**src/rtl/ckemon_pkg.sv**
```systemverilog
// ckemon_pkg: shared types for the clock-enable monitor.
//   state_t : measurement FSM state encoding (IDLE, MEAS, TOUT).
package ckemon_pkg;

    typedef enum logic [1:0] {
        IDLE = 2'd0,   // no edge seen since reset
        MEAS = 2'd1,   // counting cycles since the last edge
        TOUT = 2'd2    // no edge for TMAX cycles; counter frozen
    } state_t;

endpackage : ckemon_pkg

```
**src/rtl/ckesync.sv**
```systemverilog
// ckesync: SYNC-stage flop synchronizer for a single-bit signal that may be
// asynchronous to clk.
//   clk  in  system clock
//   rst_ in  asynchronous active-low reset; clears every stage
//   d    in  asynchronous input
//   q    out synchronized output (last stage)
module ckesync #(
    parameter int SYNC = 2
) (
    input  logic clk,
    input  logic rst_,
    input  logic d,
    output logic q
);

    logic [SYNC-1:0] ff;

    always_ff @(posedge clk or negedge rst_) begin
        if (!rst_) begin
            ff <= '0;
        end else begin
            ff <= {ff[SYNC-2:0], d};
        end
    end

    assign q = ff[SYNC-1];

endmodule : ckesync

```
**src/rtl/ckemon.sv**
```systemverilog
// ckemon: clock-enable monitor. Synchronizes a strobe, detects its rising
// edges, measures the edge-to-edge period in clk cycles and offers each
// measurement through a one-entry buffer.
//   clk     in   system clock
//   rst_    in   asynchronous active-low reset
//   strobe  in   monitored signal, may be asynchronous to clk
//   period  out  last measured period (CW bits), meaningful while valid=1
//   valid   out  period holds an unconsumed result
//   ready   in   consumer accepts period on a cycle with valid&&ready
//   timeout out  level: no edge for TMAX cycles
//   overrun out  sticky: a result was dropped because the buffer was full
//
// Handshake: a transfer happens on every rising clk edge where valid and
// ready are both 1. valid is registered and never depends combinationally on
// ready; once raised it stays high with period stable until a transfer.
module ckemon
    import ckemon_pkg::*;
#(
    parameter int unsigned TMAX = 100000000,
    parameter int          SYNC = 2,
    parameter int          CW   = $clog2(TMAX + 1)
) (
    input  logic          clk,
    input  logic          rst_,
    input  logic          strobe,
    output logic [CW-1:0] period,
    output logic          valid,
    input  logic          ready,
    output logic          timeout,
    output logic          overrun
);

    localparam logic [CW-1:0] TMAX_C = CW'(TMAX);
    localparam logic [CW-1:0] ONE_C  = CW'(1);

    logic          sync_out;
    logic          prev;
    logic          rise;

    state_t        state_q, state_d;
    logic [CW-1:0] cnt_q, cnt_d;
    logic          tout_q, tout_d;
    logic          capture;

    logic [CW-1:0] period_q;
    logic          valid_q;
    logic          overrun_q;

    ckesync #(.SYNC(SYNC)) u_sync (
        .clk  (clk),
        .rst_ (rst_),
        .d    (strobe),
        .q    (sync_out)
    );

    always_ff @(posedge clk or negedge rst_) begin
        if (!rst_) begin
            prev <= 1'b0;
        end else begin
            prev <= sync_out;
        end
    end

    // Rising edge of the synchronized strobe, valid for one cycle.
    assign rise = sync_out & ~prev;

    always_ff @(posedge clk or negedge rst_) begin
        if (!rst_) begin
            state_q <= IDLE;
            cnt_q   <= '0;
            tout_q  <= 1'b0;
        end else begin
            state_q <= state_d;
            cnt_q   <= cnt_d;
            tout_q  <= tout_d;
        end
    end

    // cnt holds the number of cycles since the last edge cycle, so a capture
    // on the next edge reads the period directly. The synchronizer delay
    // applies equally to both edges and cancels out.
    always_comb begin
        state_d = state_q;
        cnt_d   = cnt_q;
        tout_d  = tout_q;
        capture = 1'b0;
        case (state_q)
            IDLE: begin
                if (rise) begin
                    state_d = MEAS;
                    cnt_d   = ONE_C;
                end
            end
            MEAS: begin
                // An edge on the same cycle cnt reaches TMAX still reports.
                if (rise) begin
                    capture = 1'b1;
                    cnt_d   = ONE_C;
                end else if (cnt_q == TMAX_C) begin
                    state_d = TOUT;
                    tout_d  = 1'b1;
                end else begin
                    cnt_d = cnt_q + ONE_C;
                end
            end
            TOUT: begin
                // The period spanning the timeout is discarded.
                if (rise) begin
                    state_d = MEAS;
                    cnt_d   = ONE_C;
                    tout_d  = 1'b0;
                end
            end
            default: begin
                state_d = IDLE;
                cnt_d   = '0;
                tout_d  = 1'b0;
            end
        endcase
    end

    // One-entry result buffer. A capture into a full buffer is accepted only
    // if the held entry leaves on the same edge; otherwise it is dropped.
    always_ff @(posedge clk or negedge rst_) begin
        if (!rst_) begin
            period_q  <= '0;
            valid_q   <= 1'b0;
            overrun_q <= 1'b0;
        end else if (capture) begin
            if (!valid_q || ready) begin
                period_q <= cnt_q;
                valid_q  <= 1'b1;
            end else begin
                overrun_q <= 1'b1;
            end
        end else if (valid_q && ready) begin
            valid_q <= 1'b0;
        end
    end

    assign period  = period_q;
    assign valid   = valid_q;
    assign timeout = tout_q;
    assign overrun = overrun_q;

endmodule : ckemon

```
**config.mk**
```make
export PLATFORM = sky130hd
export DESIGN_NAME = ckemon
export DESIGN_NICKNAME = d
export VERILOG_FILES = /design/src/rtl/ckemon_pkg.sv /design/src/rtl/ckesync.sv /design/src/rtl/ckemon.sv
export SDC_FILE = /design/constraint.sdc
export NUM_CORES = 1
export LEC_CHECK = 0
export BUFFER_PORTS_ARGS = -buffer_cell sky130_fd_sc_hd__buf_2
export CORE_UTILIZATION = 55
export CTS_BUF_LIST = sky130_fd_sc_hd__clkbuf_2 sky130_fd_sc_hd__clkbuf_4 sky130_fd_sc_hd__clkbuf_8
export DETAILED_ROUTE_END_ITERATION = 10
export GPL_TIMING_DRIVEN = 0
export PLACE_DENSITY = 0.82
export SYNTH_ARGS = -nofsm -noshare
export SYNTH_HDL_FRONTEND = slang
export SYNTH_SLANG_ARGS = --single-unit
```
**constraint.sdc**
```tcl
create_clock -name clk -period 3.4 [get_ports clk]
set_input_delay 0.68 -clock clk [delete_from_list [all_inputs] [get_ports clk]]
set_output_delay 0.68 -clock clk [all_outputs]
set_load 0.1 [all_outputs]
```
==> summary.txt <==
Run status
  – Outcome: complete, no violations

Drt
  – DR vias/cell: a little under 6
  – Drc violations: 0
  – Starting DRT DRC Count: ~150
  – Routed Antenna Nets: 0
  – DRT Pass-1 Iters: 4
  – WL final: roughly 6.5 mm
  – Drt wl/cell: 16.71 um
  – DR vias: roughly 2,300

Setup path
  – Worst EP required: roughly 3.7 ns
  – Launch point of the worst path: state_q[1]
  – CP max-delay cell: nor2_1
  – CP Cell Sequence: buf_2, nand2b_1, nor2_1, o21a_1, buf_2, nand4_1, o211ai_1
  – CP Class: reg -> reg
  – Max FO, Critical Path: 10
  – Reg2Reg Setup Slack: around 1.1 ns
  – Critical path startpoint category: register
  – WP data arrival: about 2.6 ns
  – CP peak stage delay: slightly below 0.5 ns
  – Reg2reg path depth: 7
  – Worst R2R End: cnt_q[22]
  – Most used cell, CP: buf_2
  – CP Capture Type: register
  – R2R Path Start: state_q[1]

CTS
  – Clock-pin slew on the worst setup and hold paths: around 0.06 ns
  – Clock Latency Late Sink: ~0.35 ns
  – PostCTS Resize Cnt: 0
  – CTS buffer count: 9
  – Hold Buf Count CTS: 0
  – Post-CTS Setup Inserts: 0
  – H-tree lvl count: 3
  – CTS sink cnt: a little over 60
  – CTS tree: yes
  – Maximum clock path buffer count: 2
  – Root Buffer: clkbuf_8

Synthesis
  – Top cell type's share of synthesized area: between 50% and 60%
  – Yosys top cell by area: dfrtp_1
  – Ys async rst share: 100.0%
  – Yosys Warn Count: 0
  – Top_reg_cell synth: dfrtp_1
  – Post-synth EDFFs: 0
  – Count of different cell masters after synthesis: 49
  – Sequential cell area fraction in the yosys report: between 50 and 60%
  – Top cells by area, synth: dfrtp_1, mux2_2, nand2_1
  – Net Count, Synth: between 200 and 300
  – Post-Synthesis Cells: between 200 and 300
  – Netlist Area Pre-Place: between 2000 and 3000 sq um
  – #FFs+latches synth: slightly above 60
  – Avg Inst Size Synth: around 11 sq um

Worst hold path
  – Hold depth: 0
  – Hold Crit Start: u_sync.ff[0]
  – Tightest Hold Check Type: reg -> reg
  – Hold Path End: u_sync.ff[1]

Global route
  – Antenna violations before repair: 0
  – Grt total ovfl: 0
  – Pin count of the biggest net entering global routing: 63
  – Number of global-route vias before repair: between 2,000 and 2,500
  – First-pass GRT wire length: slightly above 10 mm
  – Gr usage total: 26.07%

Cells and area
  – Area growth syn-to-layout: 14.71%
  – Share of layout cells above drive strength 1: about 27%
  – N_diodes: 0
  – Layout Cells excl Fill: 390
  – Layout fillers: 434
  – Nets@finish: 322

Pwr
  – PwrDens: 519.5 nW/um^2
  – Maximum VDD drop: 0.3779 mV
  – Overall power: about 1.8 mW
  – Leak pwr: between 1.5 and 2 nW

STA
  – Hold slack: 0.3532 ns
  – Hold Vio Cnt, Final: 0
  – Crit share post-route: 69.12%
  – Fmax: roughly 0.43 GHz
  – Relative slew slack: about half
  – Clock Skews: roughly 0.005 ns
  – Max-slew violation count: 0
  – Setup TNS: 0 ns
  – Tmin final: between 2 and 2.5 ns
  – RSZ-0062 raised after global routing: false
  – Final setup violation count: 0
  – Slew @ Worst Pin: between 0.7 and 0.8 ns

Place
  – RePlAce Congestion: 0.9436
  – # placed instances: roughly 380
  – DP HPWL: 4.342 mm
  – I/O Buffers: 33

Floorplan
  – Core area: 5140 sq um
  – Die Wd: between 70 and 80 um
  – Row cnt: 26
  – IO Pins: 34
  – Starting Density: 57.42%
  – Die Span Y: 75.26 um
  – Die footprint: 5663 sq um

Job
  – Max-cap violations: 0
flip-flops by register name (all words and copies together) (netlist names):
name       flops
cnt_q         27
overrun        1
period        27
prev           1
state_q        2
timeout        1
u_sync.ff      2
valid          1
per-stage QoR:
stage	area, sq um	setup slack [ns]	utilization [%]
after floorplan	2952	1.347	-
after global placement	3204	1.127	62.34
after detailed placement	3204	1.115	62.34
after CTS	3383	1.096	65.82
after global routing	3386	0.8698	65.87
final	3386	1.050	65.87
power breakdown:
| part | total [mW] | internal [mW] | switching (mW) |
|---|---|---|---|
| logic | 0.354 | 0.0822 | 0.272 |
| registers | 0.814 | 0.782 | 0.0320 |
| clock network | 0.591 | 0.324 | 0.267 |
| total | 1.76 | 1.19 | 0.571 |
Yosys cell counts, drive strengths merged (6+ instances only):
cell,number
a21oi,11
dfrtp,62
buf,13
nor2,15
nand4,9
mux2,23
o21ai,13
a31oi,10
inv,6
nand3,10
nand2,27
and4,6
cell families (layout without fill, tap and decap cells):
logic type,Yosys count,after routing,share of synthesized area (%)
simple gates,96,96,17.72
flops,62,62,52.56
buf+inv,23,71,4.450
xor+xnor,6,6,1.780
fa+ha+maj,2,2,0.8477
mux,27,27,10.13
compound gates,56,56,12.51
worst max-delay path: cells and delay by family, from the launching register on:
kind / cells / cell delay (ns)
compound gates: 2 / 0.54
buf+inv: 2 / 0.51
flops: 1 / 0.35
simple gates: 3 / 0.86
per-layer routing:
| metal | vias to the layer above | part of all wire (%) | wire length [um] | track usage, % |
|---|---|---|---|---|
| met1 | 1114 | 46 | 2977 | 35.35 |
| met3 | 14 | 5.2 | 341 | 6.693 |
| met5 | - | 0 | 0 | 0 |
| met4 | 0 | 2.7 | 173 | 14.20 |
| met2 | 72 | 46 | 3022 | 38.54 |
| li1 | 1084 | - | - | - |
worst max-delay path by stage:
stage / to / slack, ns / cells past startpoint
2_1_floorplan: period[10] / 1.35 / 4
3_3_place_gp: cnt_q[22] / 1.13 / 7
3_5_place_dp: cnt_q[22] / 1.11 / 7
4_1_cts: cnt_q[22] / 1.10 / 7
5_1_grt: cnt_q[22] / 0.87 / 7
6_report: cnt_q[22] / 1.05 / 7
final cells by class:
| class | count | area, sq um | share of cell area, % |
|---|---|---|---|
| Sequential cell | 62 | 1551 | 45.82 |
| Multi-Input combinational cell | 187 | 1269 | 37.47 |
| Clock buffer | 14 | 173.9 | 5.137 |
| Timing Repair Buffer | 33 | 167.7 | 4.952 |
| Buffer | 17 | 108.9 | 3.215 |
| Tap cell | 70 | 87.58 | 2.587 |
| Inverter | 6 | 22.52 | 0.6652 |
| Clock inverter | 1 | 5.005 | 0.1478 |
placed cells by master (no fill, tap or decap), types with 3 or more instances in the layout:
| master | Yosys | final |
|---|---|---|
| a21oi_1 | 11 | 11 |
| a31oi_1 | 10 | 10 |
| and2_1 | 4 | 4 |
| and3_1 | 3 | 3 |
| and4_1 | 6 | 6 |
| buf_2 | 6 | 38 |
| buf_4 | 2 | 3 |
| buf_6 | 4 | 4 |
| clkbuf_1 | 4 | 4 |
| clkbuf_4 | 0 | 3 |
| clkbuf_8 | 0 | 11 |
| dfrtp_1 | 62 | 62 |
| inv_1 | 6 | 6 |
| mux2_2 | 23 | 23 |
| mux2i_1 | 4 | 4 |
| nand2_1 | 26 | 26 |
| nand2b_1 | 4 | 4 |
| nand3_1 | 10 | 10 |
| nand3b_1 | 3 | 3 |
| nand4_1 | 9 | 9 |
| nor2_1 | 15 | 15 |
| o21a_1 | 4 | 4 |
| o21ai_0 | 10 | 10 |
| o21ai_1 | 3 | 3 |
| o31ai_1 | 3 | 3 |
| or4_1 | 3 | 3 |
| xor2_1 | 4 | 4 |
No activity file was read; power rests on OpenSTA's default activity.
